## src/rtl/kb_pkg.sv

```systemverilog
// Shared constants for the keypad digit display: key codes, buffer depth and
// active-high gfedcba seven-segment glyphs.
package kb_pkg;

  localparam logic [3:0] KEY_CLR = 4'hE;
  localparam logic [3:0] KEY_BSP = 4'hF;
  localparam int         DIGITS  = 8;

  localparam logic [6:0] SEG_0 = 7'h3F;
  localparam logic [6:0] SEG_1 = 7'h06;
  localparam logic [6:0] SEG_2 = 7'h5B;
  localparam logic [6:0] SEG_3 = 7'h4F;
  localparam logic [6:0] SEG_4 = 7'h66;
  localparam logic [6:0] SEG_5 = 7'h6D;
  localparam logic [6:0] SEG_6 = 7'h7D;
  localparam logic [6:0] SEG_7 = 7'h07;
  localparam logic [6:0] SEG_8 = 7'h7F;
  localparam logic [6:0] SEG_9 = 7'h6F;
  localparam logic [6:0] SEG_A = 7'h77;
  localparam logic [6:0] SEG_B = 7'h7C;
  localparam logic [6:0] SEG_C = 7'h39;
  localparam logic [6:0] SEG_D = 7'h5E;
  localparam logic [6:0] SEG_E = 7'h79;
  localparam logic [6:0] SEG_F = 7'h71;

  localparam logic [7:0] SEG_BLANK = 8'hFF;

endpackage

```

## src/rtl/kb_digit_display_if.sv

```systemverilog
// Key-press link from the keypad scanner to the digit display.
// en is a one-cycle strobe with no back-pressure; num is valid only when en=1.
interface kb_digit_display_if;
  logic [3:0] num;
  logic       en;

  modport master (output num, output en);
  modport slave  (input  num, input  en);
endinterface

```

## src/rtl/seg7_decode.sv

```systemverilog
// Combinational hex nibble to active-low {dp,g,f,e,d,c,b,a}; dp is held off.
module seg7_decode
  import kb_pkg::*;
(
  input  logic [3:0] hex,
  output logic [7:0] seg
);

  logic [6:0] glyph;

  always_comb begin
    glyph = SEG_0;
    case (hex)
      4'h0: glyph = SEG_0;
      4'h1: glyph = SEG_1;
      4'h2: glyph = SEG_2;
      4'h3: glyph = SEG_3;
      4'h4: glyph = SEG_4;
      4'h5: glyph = SEG_5;
      4'h6: glyph = SEG_6;
      4'h7: glyph = SEG_7;
      4'h8: glyph = SEG_8;
      4'h9: glyph = SEG_9;
      4'hA: glyph = SEG_A;
      4'hB: glyph = SEG_B;
      4'hC: glyph = SEG_C;
      4'hD: glyph = SEG_D;
      4'hE: glyph = SEG_E;
      default: glyph = SEG_F;
    endcase
  end

  assign seg = {1'b1, ~glyph};

endmodule

```

## src/rtl/kb_digit_display.sv

```systemverilog
// Keypad entry buffer (8 hex digits, clear/backspace) multiplexed onto an
// 8-digit common-anode display. Define KB_BLANK_EN to blank unentered positions.
module kb_digit_display
  import kb_pkg::*;
#(
  parameter int SCAN_THRESHOLD = 200000 - 1,
  parameter int CNT_WIDTH      = 24
) (
  input  logic                     clk,
  input  logic                     rst,
  kb_digit_display_if.slave        kb,
  output logic [7:0]               led_en,
  output logic [7:0]               seg,
  output logic [31:0]              value,
  output logic [3:0]               count
);

  localparam logic [CNT_WIDTH-1:0] CNT_MAX  = CNT_WIDTH'(SCAN_THRESHOLD);
  localparam logic [3:0]           CNT_FULL = 4'(DIGITS);

  logic [CNT_WIDTH-1:0] dwell_cnt;
  logic                 cnt_end;
  logic [2:0]           idx;
  logic [3:0]           nibble;
  logic [7:0]           seg_dec;
  logic                 visible;

  assign cnt_end = (dwell_cnt == CNT_MAX);

  // Free-running dwell counter and scan index; independent of key traffic.
  always_ff @(posedge clk or posedge rst) begin
    if (rst) begin
      dwell_cnt <= '0;
      idx       <= 3'd0;
    end else if (cnt_end) begin
      dwell_cnt <= '0;
      idx       <= idx + 3'd1;
    end else begin
      dwell_cnt <= dwell_cnt + 1'b1;
    end
  end

  always_ff @(posedge clk or posedge rst) begin
    if (rst) begin
      value <= 32'h0;
      count <= 4'd0;
    end else if (kb.en) begin
      case (kb.num)
        KEY_CLR: begin
          value <= 32'h0;
          count <= 4'd0;
        end
        KEY_BSP: begin
          // Backspace on an empty buffer is a no-op so count never underflows.
          if (count != 4'd0) begin
            value <= {4'h0, value[31:4]};
            count <= count - 4'd1;
          end
        end
        default: begin
          value <= {value[27:0], kb.num};
          if (count != CNT_FULL) count <= count + 4'd1;
        end
      endcase
    end
  end

  assign nibble = value[{idx, 2'b00} +: 4];

`ifdef KB_BLANK_EN
  assign visible = ({1'b0, idx} < count);
`else
  assign visible = 1'b1;
`endif

  seg7_decode u_seg7_decode (
    .hex (nibble),
    .seg (seg_dec)
  );

  always_ff @(posedge clk or posedge rst) begin
    if (rst) begin
      led_en <= 8'hFF;
      seg    <= SEG_BLANK;
    end else if (visible) begin
      led_en <= ~(8'b1 << idx);
      seg    <= seg_dec;
    end else begin
      led_en <= 8'hFF;
      seg    <= SEG_BLANK;
    end
  end

endmodule

```

## src/flat_wrapper.sv

```systemverilog
// flat-port wrapper written by rule: the top's interface ports become plain ports
module kb_digit_display_flat import kb_pkg::*;
#(
  parameter int SCAN_THRESHOLD = 200000 - 1,
  parameter int CNT_WIDTH      = 24
)
  (clk, rst, led_en, seg, value, count, kb_num, kb_en);
  kb_digit_display_if kb_i ();
  input  logic clk;
  input  logic rst;
  output logic [7:0] led_en;
  output logic [7:0] seg;
  output logic [31:0] value;
  output logic [3:0] count;
  input wire logic [$bits(kb_i.num)-1:0] kb_num;
  input wire logic [$bits(kb_i.en)-1:0] kb_en;
  assign kb_i.num = kb_num;
  assign kb_i.en = kb_en;
  kb_digit_display #(.SCAN_THRESHOLD(SCAN_THRESHOLD), .CNT_WIDTH(CNT_WIDTH)) u_core (.clk(clk), .rst(rst), .kb(kb_i), .led_en(led_en), .seg(seg), .value(value), .count(count));
endmodule
```

## config.mk

```make
export PLATFORM = sky130hd
export DESIGN_NAME = kb_digit_display_flat
export DESIGN_NICKNAME = d
export VERILOG_FILES = /design/src/rtl/kb_pkg.sv /design/src/rtl/kb_digit_display_if.sv /design/src/rtl/seg7_decode.sv /design/src/rtl/kb_digit_display.sv /design/src/flat_wrapper.sv
export SDC_FILE = /design/constraint.sdc
export NUM_CORES = 1
export LEC_CHECK = 0
export BUFFER_PORTS_ARGS = -buffer_cell sky130_fd_sc_hd__buf_2
export CAP_MARGIN = 20
export CORE_UTILIZATION = 60
export DETAILED_ROUTE_END_ITERATION = 6
export PLACE_DENSITY = 0.86
export SYNTH_ARGS = -nofsm -noshare
export SYNTH_HDL_FRONTEND = slang
export SYNTH_SLANG_ARGS = --single-unit
```

## constraint.sdc

```tcl
create_clock -name clk -period 5.47 [get_ports clk]
set_clock_uncertainty 0.2 [all_clocks]
set_input_delay 1.094 -clock clk [delete_from_list [all_inputs] [get_ports clk]]
set_output_delay 1.094 -clock clk [all_outputs]
set_load 0.05 [all_outputs]
```

After elaboration in Yosys (flattened, before gate mapping)
Memories as Yosys holds them, arrays and structs flattened. Index checks and enable logic that the tools add are counted.

Register bits after elaboration: 78. Memory bits (read-only): 112. Input port bits: 7. Output and inout port bits: 52. Word-level logic and storage cells: 30. Memories kept: 1.

Add/subtract/negate cells: 4. Equal/unequal tests: 5. Shift operators: 2. Muxes and demuxes: 6. Bitwise gates (word level): 2. Reduce and logical (&&, ||, !) cells: 4.

Memories: (name not given) (words 16, bits a word 7, rd ports 1, clocked after memory_dff 0, write ports 0, line seg7_decode.sv:13) `case (hex)`.

Operator list (number): 32-bit case mux with 2 select lines (1); 32-bit 2-to-1 mux (1); 32-bit by 6-bit variable part select with 4-bit output (1); 24-bit by 1-bit adder with 24-bit output, second input constant (1); 24-bit by 18-bit == test with 1-bit output, second input constant (1); 24-bit 2-to-1 mux (1); 4-bit == test, second input constant (2); 4-bit 2-to-1 mux (2); 8-bit inverter (1); 4-bit case mux with 2 select lines (1); 1-bit by 3-bit left shift with 8-bit output, first input constant (1); 7-bit inverter (1); 4-bit by 1-bit adder with 4-bit output, second input constant (1); 4-bit != test, second input constant (1); 4-bit nonzero test (1); 4-bit by 1-bit subtractor with 4-bit output, second input constant (1); 3-bit by 1-bit adder with 3-bit output, second input constant (1); 3-bit AND reduction (1); 3-bit nonzero test (1); 2-bit by 1-bit != test with 1-bit output, second input constant (1); 2-bit AND reduction (1).

Longest topological paths before layout
Gate-level depths: netlist (run 1).

Depth after elaboration: 3. Gate-level depth with buffers: 9. Mapped depth without buffers: 8.

Modules after synthesis
From an unflattened synthesis (run 1), not the netlist that was laid out.

Cells, all modules: 380. Area total of the unflattened synthesis: 4036.4 µm².

Modules (own cells, without submodules): kb_digit_display (instances 1, cells each 347, area each 3774.9 µm², sequential area each 1996.9 µm²); seg7_decode (instances 1, cells each 33, area each 261.5 µm², sequential area each 0.0 µm²).

Worst setup path before layout (run 1)
No wires, ideal clock.

Path type: input to register. From: in kb_num[2]. To: reg u_core.count[3]. Setup time: 0.110 ns. Data arrival time: 2.937 ns. Required time: 5.160 ns. Path slack: 2.223 ns. Cell stages on the path: 9. Buffers on the path: 2. Cells stage by stage: nand4_1 inv_1 clkbuf_1 clkbuf_1 ha_1 a21oi_1 a311o_1 a21oi_1 o41ai_1.

Word-level cells in the longest chain between the ends: 3. Elaborated cells on any way between the ends: 6. Classes of those cells: 3 x eq/ne; 1 x mux; 2 x reduce/logical.

Ends and longest elaborated chain: start: declaration (line flat_wrapper.sv:15) `input wire logic [$bits(kb_i.num)-1:0] kb_num;`; 4-bit == test (line kb_digit_display.sv:48) `case (kb.num)`; 2-bit by 1-bit != test with 1-bit output (no source line) / 3-bit nonzero test (equally long branches); 3-bit AND reduction (no source line); end signal: assignment (line kb_digit_display.sv:57) `count <= count - 4'd1;`; end signal: assignment (line kb_digit_display.sv:62) `if (count != CNT_FULL) count <= count + 4'd1;`; end: declaration (line kb_digit_display.sv:15) `output logic [3:0] count`.

Several ways; a longest one is shown, not always the timed one. A chain may end at the register's enable or synchronous reset.

Worst setup path after layout (run 1)
From: in kb_num[0]. To: reg u_core.count[3].

Same word-level chain as after synthesis.

==> results of run 1 <==
## logic make-up (layout without fill, tap and decap cells)
family	after synthesis	count (layout)	synth area share [%]
other	1	1	0.09542
AOI/OAI and AO/OA	85	85	13.79
DFF	78	78	50.14
buffers and inverters	39	96	4.043
muxes	17	17	6.909
adders and majority gates	15	15	4.776
xor gates and xnor gates	24	24	5.349
and+or+nand+nor	123	123	14.90
## report_power, final
group	total (mW)	switching, mW	internal, mW
clock	0.490	0.226	0.264
combinational	0.476	0.348	0.128
sequential	0.726	0.0834	0.642
total	1.69	0.657	1.03
## worst max-delay path by stage
| stage | cells past startpoint | slack (ns) | end |
|---|---|---|---|
| 3_3_place_gp | 8 | 1.83 | u_core.count[3] |
| 3_5_place_dp | 8 | 1.67 | u_core.count[3] |
| 5_1_grt | 8 | 1.86 | u_core.count[3] |
| 6_report | 8 | 1.97 | u_core.count[3] |
| 2_1_floorplan | 1 | 2.21 | u_core.count[0] |
| 4_1_cts | 8 | 2.04 | u_core.count[3] |
## sequential cells by signal, summed over array words and instances, names as in the netlist
signal and count:
u_core.led_en 8, u_core.dwell_cnt 24, u_core.seg 7, u_core.count 4, u_core.value 32, u_core.idx 3
## routing by layer
metal / GRT usage, % / wire, um / vias up
met4: 8.464 / 116 / 0
met1: 37.45 / 3732 / 1481
met2: 37.03 / 3833 / 106
met3: 6.362 / 560 / 17
met5: 0 / 0 / -
li1: - / - / 1448
## through the flow
step / util [%] / total power [mW]
3_3_place_gp: 67.15 / 1.194
2_1_floorplan: - / 1.088
6_report: 70.78 / 1.692
3_5_place_dp: 67.15 / 1.210
4_1_cts: 70.78 / 1.696
5_1_grt: 70.78 / 1.763
## cell usage after synthesis, types with 2 or more instances
cell,count
a21oi_1,6
a22o_1,4
a22oi_1,27
and3_1,2
and4_1,2
clkbuf_1,16
dfrtp_1,63
dfstp_2,15
ha_1,15
inv_1,19
mux2i_1,8
mux4_2,8
nand2_1,59
nand2b_1,4
nand3_1,16
nand4_1,4
nor2_1,18
nor3_1,4
o21ai_0,36
o22ai_1,2
o31ai_1,2
or2_2,2
or3_1,2
xnor2_1,11
xor2_1,13
## worst reg2reg max path, delay by kind of cell, from the launching register on
kind,cells,cell delay (ns)
muxes,2,1.19
DFF,1,0.76
buffers and inverters,2,0.26
AOI/OAI and AO/OA,1,0.11
and+or+nand+nor,2,0.26
adders and majority gates,1,0.26
## final cells by class
cell class                 count  area [um^2]
sequential                    78         1971
fill                         458         1856
multi-input combinational    265         1814
timing repair buffer          60        307.8
clock buffer                   9        123.9
clock inverter                 7        106.4
tap                           77        96.34
inverter                      20        75.07
==> results.cfg, run 1 <==
[die]
fp.dieArea_um2 = 6877
core_um2 = 6350
ios = 59
die_w_um = 82.93
rows = 29
initial_core_util_pct = 61.89
die_h_um = 82.93

[global_routing]
grt_pass1_vias = 2801
antenna_found_initial = 0
grt_pass1_wl_um = 13730
grtUsageTotal_pct = 25.37
overflow = 0
grt_max_degree = 61

[clock_network]
cts.sinks = 78
cts_tree = done
cts_hold_buf = 0
postCtsResizedCells = 0
clkSlewWorstSetupHoldPaths_ns = 0.08
cts_made_buffers = 9
max-clock-path-buffers = 2
cts_setup_buffers = 0
worst_skew_pair.late_latency_ns = 0.35
clockRootBuffer = clkbuf_8
htreeDepth = 3

[final_layout]
diodes = 0
layout.nets = 456
layout-drive-gt1-share_pct = 25.28
final_common_cell = dfrtp_1
areaGrowthSynthToFinish_pct = 14.36
final_cell_mix = dfrtp_1, nand2_1, buf_2
stdcell_area_um2 = 4494
finalNonFillerCells = 516

[placed_design]
placed_cells = 500
pre_cts_ws_ns = 1.673
port_buffers = 57
gp_congestion = 0.8919
place_area_um2 = 4264
hpwl_um = 5637

[yosys]
ys_ff_latch = 78
ys.flop_type = dfrtp_1
synth_seq_area_share_pct = 50.14
avgSynthCellArea_um2 = 10.29
syn_area_um2 = 3930
synth_edf_count = 0
ys_top_cells_by_area = dfrtp_1, dfstp_2, nand2_1
synth_cell_types = 49
syn_nets = 404
synthArstFlopShare_pct = 100.0
yosysTopAreaCellShare_pct = 40.11
yosys.area.top_type = dfrtp_1
syn-instance-count = 382
yosys_warnings = 0

[pwr]
worst_ir_drop_vdd_uv = 278.9
powerDensity_nw_per_um2 = 376.4
p_leak_nw = 2.125

[critical_path]
critical_path.max_fanout = 29
cp.required_ns = 5.50
crit_arrival_ns = 3.52
critPathLaunchType = primary input
critPathTopFamily = buffers and inverters
slowest_stage = inv_1
ff2ff_setup_slack_ns = 2.38
reg2reg_to = u_core.seg[3]
cp_slowest_stage_delay_ns = 0.79
crit_type = in2reg
startpoint = kb_num[0]
worstRegToRegCells = 8
crit_buf_inv = 2
end_kind = flip-flop
timing.rr.start = u_core.idx[2]
crit_path_cell_trace = buf_2 > nand4_1 > inv_1 > ha_1 > a21oi_1 > a311o_1 > a21oi_1 > o41ai_1
path_common_cell = a21oi_1

[min_path]
hold_path_end = u_core.dwell_cnt[23]
worstHoldStart = u_core.dwell_cnt[23]
hold_depth = 1
hold_class = reg2reg

[timing]
whs_ns = 0.2737
setup_slack_ns = 1.972
rsz0062_at_grt = no
setup_viol = 0
period_share_pct = 63.95
finalMaxSlewViolations = 0
clock.fmax_ghz = 0.2859
fin_tns_setup_ns = 0
fin_crit_ns = 3.498
hold_viol_final = 0
relSlewSlack_pct = 38.51
tightest_slew_ns = 0.8967

[status]
status = finished, final reports clean

[route]
antenna_left = 0
viasPerCell = 5.915
drtPass1Iterations = 5
wire_per_inst_um = 15.97
num_vias = 3052
drc = 0
drt_wl_total_um = 8243
drtIter0Drc = 236

[run]
cap_violations = 0
No activity file was read; power rests on OpenSTA's default activity.
==> inputs of run 2 (changes only) <==
--- a/config.mk
+++ b/config.mk
@@ -5,11 +5,12 @@
 export SDC_FILE = /design/constraint.sdc
 export NUM_CORES = 1
 export LEC_CHECK = 0
+export ABC_AREA = 1
 export BUFFER_PORTS_ARGS = -buffer_cell sky130_fd_sc_hd__buf_2
 export CAP_MARGIN = 20
-export CORE_UTILIZATION = 60
+export CORE_UTILIZATION = 53
 export DETAILED_ROUTE_END_ITERATION = 6
-export PLACE_DENSITY = 0.86
+export PLACE_DENSITY = 0.8
 export SYNTH_ARGS = -nofsm -noshare
 export SYNTH_HDL_FRONTEND = slang
 export SYNTH_SLANG_ARGS = --single-unit
==> constraint.sdc (replaced) <==
create_clock -name clk -period 3.1 [get_ports clk]
set_clock_uncertainty 0.2 [all_clocks]
set_input_delay 0.62 -clock clk [delete_from_list [all_inputs] [get_ports clk]]
set_output_delay 0.62 -clock clk [all_outputs]
set_load 0.05 [all_outputs]
==> run 2 against run 1 <==
Against the previous run:
- cell area rose by 12%
- power rose by 80%
- sequential share of layout area fell by 4.7 points
- worst hold slack worse by 0.16 ns
- first-iteration DRC count down 1.7%
- via count is 33% higher
- core utilization is 9.5 points lower
- largest power group unchanged
- combinational power is 120% higher
- final cell count rose by 45%
- critical path type is now reg2reg
- register-to-register slack worse by 1.5 ns
- wire length up 21%
==> results.cfg, run 2 <==
[die]
fp.dieArea_um2 = 8895
die_h_um = 94.32
ios = 59
initial_core_util_pct = 54.97
core_um2 = 8217
die_w_um = 94.32
rows = 33

[final_layout]
nFillCells = 724
diodes = 0
top_regs = u_core.value x32, u_core.dwell_cnt x24, u_core.led_en x8
layout.nets = 661
largest_reg_flops = 32
final_common_cell = nand2_1
layout-drive-gt1-share_pct = 19.72
areaGrowthSynthToFinish_pct = 11.52
regArea_um2 = 1971
final_cell_mix = nand2_1, inv_1, dfrtp_1
largest_register = u_core.value
multi_input_area_um2 = 2053
stdcell_area_um2 = 5037
final_util_pct = 61.31

[placed_design]
gp_congestion = 0.8971
place_area_um2 = 4832
port_buffers = 57
pre_cts_ws_ns = 0.7835
hpwl_um = 7032

[yosys]
synthArstFlopShare_pct = 100.0
ys.flop_type = dfrtp_1
syn-instance-count = 585
synth_edf_count = 0
yosys_warnings = 0
avgSynthCellArea_um2 = 7.721
synth_seq_area_share_pct = 43.63
yosysTopAreaCellShare_pct = 34.90
yosys.area.top_type = dfrtp_1
syn_nets = 607
synth_common_cells = nand2_1, inv_1, dfrtp_1, nand3_1, nor2_1
synth.most_common_cell = nand2_1
ys_top_cells_by_area = dfrtp_1, nand2_1, dfstp_2
ys_ff_latch = 78
syn_area_um2 = 4517
synth_cell_types = 32

[route]
num_vias = 4060
wire_per_inst_um = 13.33
drc = 0
drtIter0Drc = 232
drt_wl_total_um = 9982
antenna_left = 0
drtPass1Iterations = 5
viasPerCell = 5.421

[critical_path]
crit_path_cell_trace = inv_1 > nand2_1 > nand3_1 > nand3_1 > nand2_1 > inv_1 > ha_1 > nand3_1 > nand2_1 > nand2_1 > nand2_1
crit_buf_inv = 2
cp.required_ns = 3.18
cp.depth = 11
critPathLaunchType = flip-flop
crit_type = reg2reg
crit_arrival_ns = 2.31
path_common_cell = nand2_1
end_kind = flip-flop
worstRegToRegCells = 11
critical_path.max_fanout = 17
cp_slowest_stage_delay_ns = 0.42
slowest_stage = inv_1
critPathTopFamily = simple AND/OR/NAND/NOR gates

[clock_network]
worst_skew_pair.late_latency_ns = 0.35
htreeDepth = 3
cts_made_buffers = 9
clkSlewWorstSetupHoldPaths_ns = 0.08
clockRootBuffer = clkbuf_8
cts.sinks = 78
cts_setup_buffers = 0
cts_tree = done
postCtsResizedCells = 0
max-clock-path-buffers = 2
cts_hold_buf = 0

[global_routing]
grt_pass1_vias = 3850
grt_pass1_wl_um = 16960
antenna_found_initial = 0
grtUsageTotal_pct = 24.06
grt_max_degree = 79
overflow = 0

[timing]
setup_slack_ns = 0.8701
period_share_pct = 71.93
clock.fmax_ghz = 0.4484
relSlewSlack_pct = 51.82
tightest_slew_ns = 0.7220
finalMaxSlewViolations = 0
fin_tns_setup_ns = 0
fin_crit_ns = 2.230
hold_viol_final = 0
whs_ns = 0.1181
rsz0062_at_grt = no
setup_viol = 0

[pwr]
p_leak_nw = 2.646
worst_ir_drop_vdd_uv = 445.6
powerDensity_nw_per_um2 = 604.9

[min_path]
hold_class = in2async

[run]
cap_violations = 0

[status]
status = finished, final reports clean
run 2: cell types whose count changed in the layout (fill, tap and decap cells not counted), moves of 21 or more:
cell / before / now
o21ai_2: 1 / 22
nand2_1: 59 / 175
inv_1: 18 / 87
a22oi_1: 27 / 0
nand3_1: 16 / 57
o22ai_1: 2 / 24
run 2: worst min-delay path, stage by stage:
cell and delay (ns):
buf_2 0.10, inv_2 0.06, buf_12 0.31
run 2: path summary, 6_finish.rpt:
check | startpoint | endpoint | slack [ns]
worst min register to register | u_core.dwell_cnt[13] | u_core.dwell_cnt[13] | 0.33
worst max register to register | u_core.idx[0] | u_core.seg[3] | 0.87
worst min-delay path | rst | u_core.count[2] | 0.12
worst max-delay path | u_core.idx[0] | u_core.seg[3] | 0.87
max in group asynchronous | rst | u_core.seg[6] | 2.19
min in group clk | u_core.dwell_cnt[13] | u_core.dwell_cnt[13] | 0.33
run 2: final cells by class:
cell class	instances	area share (%)
sequential	78	39.12
clock buffer	14	3.850
inverter	91	6.781
tap	105	2.608
clock inverter	2	0.2235
timing repair buffer	62	6.657
multi-input combinational	397	40.76
run 2: cell families (layout without fill, tap and decap cells):
group,count (synthesis),after routing,share of synthesized area [%]
DFF,78,78,43.63
adders and majority gates,15,15,4.155
and+or+nand+nor,295,295,28.14
AOI/OAI and AO/OA,74,74,10.75
buffers and inverters,110,169,10.91
other,1,1,0.08302
xor gates and xnor gates,12,12,2.327
run 2: power by group:
part	switching [mW]	total, mW	internal (mW)	leakage, nW
clock network	0.374	0.780	0.406	0.108
logic	0.780	1.03	0.249	1.55
registers	0.0937	1.24	1.14	0.985
run 2: per-stage QoR:
step | total power, mW | cells
4_1_cts | 3.062 | 749
5_1_grt | 3.206 | 749
3_5_place_dp | 2.281 | 733
6_report | 3.047 | 749
2_1_floorplan | 2.055 | 585
3_3_place_gp | 2.254 | 733
run 2: layer usage:
| metal | vias up | wire (um) | GRT usage (%) |
|---|---|---|---|
| li1 | 1983 | - | - |
| met1 | 1918 | 4405 | 30.54 |
| met2 | 144 | 4849 | 40.52 |
| met3 | 15 | 575 | 4.854 |
| met4 | 0 | 153 | 8.590 |
| met5 | - | 0 | 0 |
==> inputs of run 3 (changes only) <==
--- a/config.mk
+++ b/config.mk
@@ -5,12 +5,12 @@
 export SDC_FILE = /design/constraint.sdc
 export NUM_CORES = 1
 export LEC_CHECK = 0
-export ABC_AREA = 1
+export ABC_AREA = 0
 export BUFFER_PORTS_ARGS = -buffer_cell sky130_fd_sc_hd__buf_2
 export CAP_MARGIN = 20
-export CORE_UTILIZATION = 53
+export CORE_UTILIZATION = 51
 export DETAILED_ROUTE_END_ITERATION = 6
-export PLACE_DENSITY = 0.8
+export PLACE_DENSITY = 0.78
 export SYNTH_ARGS = -nofsm -noshare
 export SYNTH_HDL_FRONTEND = slang
 export SYNTH_SLANG_ARGS = --single-unit
==> constraint.sdc (replaced) <==
create_clock -name clk -period 2 [get_ports clk]
set_clock_uncertainty 0.2 [all_clocks]
set_input_delay 0.4 -clock clk [delete_from_list [all_inputs] [get_ports clk]]
set_output_delay 0.4 -clock clk [all_outputs]
set_load 0.05 [all_outputs]
==> run 3 against run 2 <==
Against the previous run:
- the flow now finishes with violations (setup timing)
- wire length is 1.1% higher
- die area is 9.4% lower
- sequential share of layout area is 2.2 points lower
- critical path depth is 6 lower
- non-clock buffer count is 77 higher
- final cell count is 18% lower
- via count is 16% lower
- flip-flop and latch count stayed put
- power is 64% higher
- sequential power is 54% higher
- register-to-register slack worse by 1.2 ns
==> results.cfg, run 3 (same netlist as run 1, synthesis figures left out) <==
[timing]
fin_crit_ns = 2.289
setup_slack_ns = -0.2891
clock.fmax_ghz = 0.4368
setup_viol = 20
rsz0062_at_grt = yes
hold_viol_final = 0
period_share_pct = 114.5
finalMaxSlewViolations = 0

[die]
rows = 31
core_um2 = 7370
fp.dieArea_um2 = 8061
ios = 59
die_w_um = 89.79
die_h_um = 89.79
initial_core_util_pct = 53.33

[global_routing]
grt_max_degree = 44
grt_pass1_vias = 3227
antenna_found_initial = 0
grtUsageTotal_pct = 25.41
grt_pass1_wl_um = 16040
overflow = 0

[route]
num_vias = 3410
wire_per_inst_um = 16.36
drc = 0
drt_wl_total_um = 10090
viasPerCell = 5.527
drtIter0Drc = 221
antenna_left = 0
drtPass1Iterations = 7

[clock_network]
clockRootBuffer = clkbuf_8
cts.sinks = 78
htreeDepth = 3
max-clock-path-buffers = 2
cts_made_buffers = 9
worst_skew_pair.late_latency_ns = 0.36
cts_tree = done
clkSlewWorstSetupHoldPaths_ns = 0.08

[critical_path]
cp_slowest_stage_delay_ns = 0.53
slowest_stage = or4_4
cp.required_ns = 2.05
crit_arrival_ns = 2.34
critPathLaunchType = flip-flop
critical_path.max_fanout = 3
crit_path_cell_trace = or4_4 > or4_4 > nor4_4 > buf_4 > and2b_2
startpoint = u_core.dwell_cnt[12]
path_common_cell = or4_4
end_kind = flip-flop
timing.rr.start = u_core.dwell_cnt[12]
crit_type = reg2reg

[final_layout]
layout-drive-gt1-share_pct = 47.68
final_common_cell = buf_4
final_cell_mix = buf_4, nand2_1, buf_2
layout.nets = 535
nFillCells = 499
diodes = 0
areaGrowthSynthToFinish_pct = 38.30
largest_register = u_core.value
top_regs = u_core.value x32, u_core.dwell_cnt x24, u_core.led_en x8
stdcell_area_um2 = 5435
largest_reg_flops = 32

[placed_design]
place_area_um2 = 4922
pre_cts_ws_ns = -0.2532
hpwl_um = 6514
gp_congestion = 0.8915
port_buffers = 57

[pwr]
seq_power_share_pct = 38.1
worst_ir_drop_vdd_uv = 773.3
powerDensity_nw_per_um2 = 920.2
p_int_mw = 3.158
combPwrFrac_pct = 34.5
switchingPower_mw = 1.844
clockPowerShare_pct = 27.4
p_leak_nw = 2.522
netSwitchingFraction_pct = 36.86

[min_path]
worstHoldStart = kb_en
hold_class = in2reg

[status]
violations = setup timing
status = complete, but fails checks

[run]
cap_violations = 0
==> run 3: changes by cell type in the layout (fill, tap and decap cells not counted), sizes merged, moves of 10 or more <==
cell   delta
nand3    -44
buf      +76
xnor2    +10
inv      -73
nor2     -16
nand2   -117
o22ai    -22
a22oi    +27
==> run 3: final timing paths <==
path	endpoint	slack [ns]	depth (start not counted)
worst min register to register	u_core.dwell_cnt[23]	0.28	1
worst max-delay path	u_core.dwell_cnt[1]	-0.29	5
min in group asynchronous	u_core.dwell_cnt[2]	0.46	4
worst min-delay path	u_core.value[31]	0.20	3
max in group asynchronous	u_core.seg[1]	0.86	4
worst max register to register	u_core.dwell_cnt[1]	-0.29	5
==> run 3: final cells by class <==
class | count | area (um^2) | area share (%)
multi-input cells | 265 | 1979 | 36.42
inverters | 20 | 86.33 | 1.588
clock buffers | 13 | 168.9 | 3.108
clock inverters | 3 | 65.06 | 1.197
flip-flops and latches | 78 | 2004 | 36.88
well taps | 99 | 123.9 | 2.279
repair buffers | 139 | 1007 | 18.53
==> run 3: worst max-delay path: cells and delay by family, from the launching register on <==
kind / cells / cell delay (ns)
and+or+nand+nor: 4 / 1.40
DFF: 1 / 0.39
buffers and inverters: 1 / 0.18
==> run 3: repair_timing <==
action / 4_1_cts / 5_1_grt
pin swaps: 10 / 5
hold buffers: 1 / 0
gates resized for setup: 28 / 20
setup endpoints to repair: 19 / 22
setup buffers: 12 / 4
endpoints found under the hold margin: 63 / 0
==> run 3: through the flow <==
stage	hold WS (ns)	power, mW	setup TNS (ns)	cells	util, %
2_1_floorplan	0.2465	3.020	-5.578	382	-
3_3_place_gp	0.2640	3.512	-2.080	588	66.79
3_5_place_dp	0.2637	3.555	-2.952	588	66.79
4_1_cts	0.1941	4.979	-2.808	616	72.90
5_1_grt	0.2179	5.189	-5.101	617	73.75
6_report	0.2048	5.001	-3.964	617	73.75
==> run 3: layer usage <==
layer / wire length, um / GRT usage [%] / up-vias
met3: 529 / 5.499 / 20
met2: 4951 / 40.90 / 95
met5: 0 / 0 / -
met1: 4411 / 33.82 / 1699
li1: - / - / 1596
met4: 200 / 9.699 / 0
==> run 3: power groups by stage <==
| stage | combinational (mW) | clock, mW | sequential [mW] |
|---|---|---|---|
| finish | 1.72 | 1.37 | 1.91 |
| detailed placement | 1.63 | 0 | 1.93 |
| global route | 1.82 | 1.44 | 1.93 |
| floorplan | 0.480 | 0 | 2.54 |
| global placement | 1.59 | 0 | 1.92 |
| CTS | 1.70 | 1.38 | 1.90 |
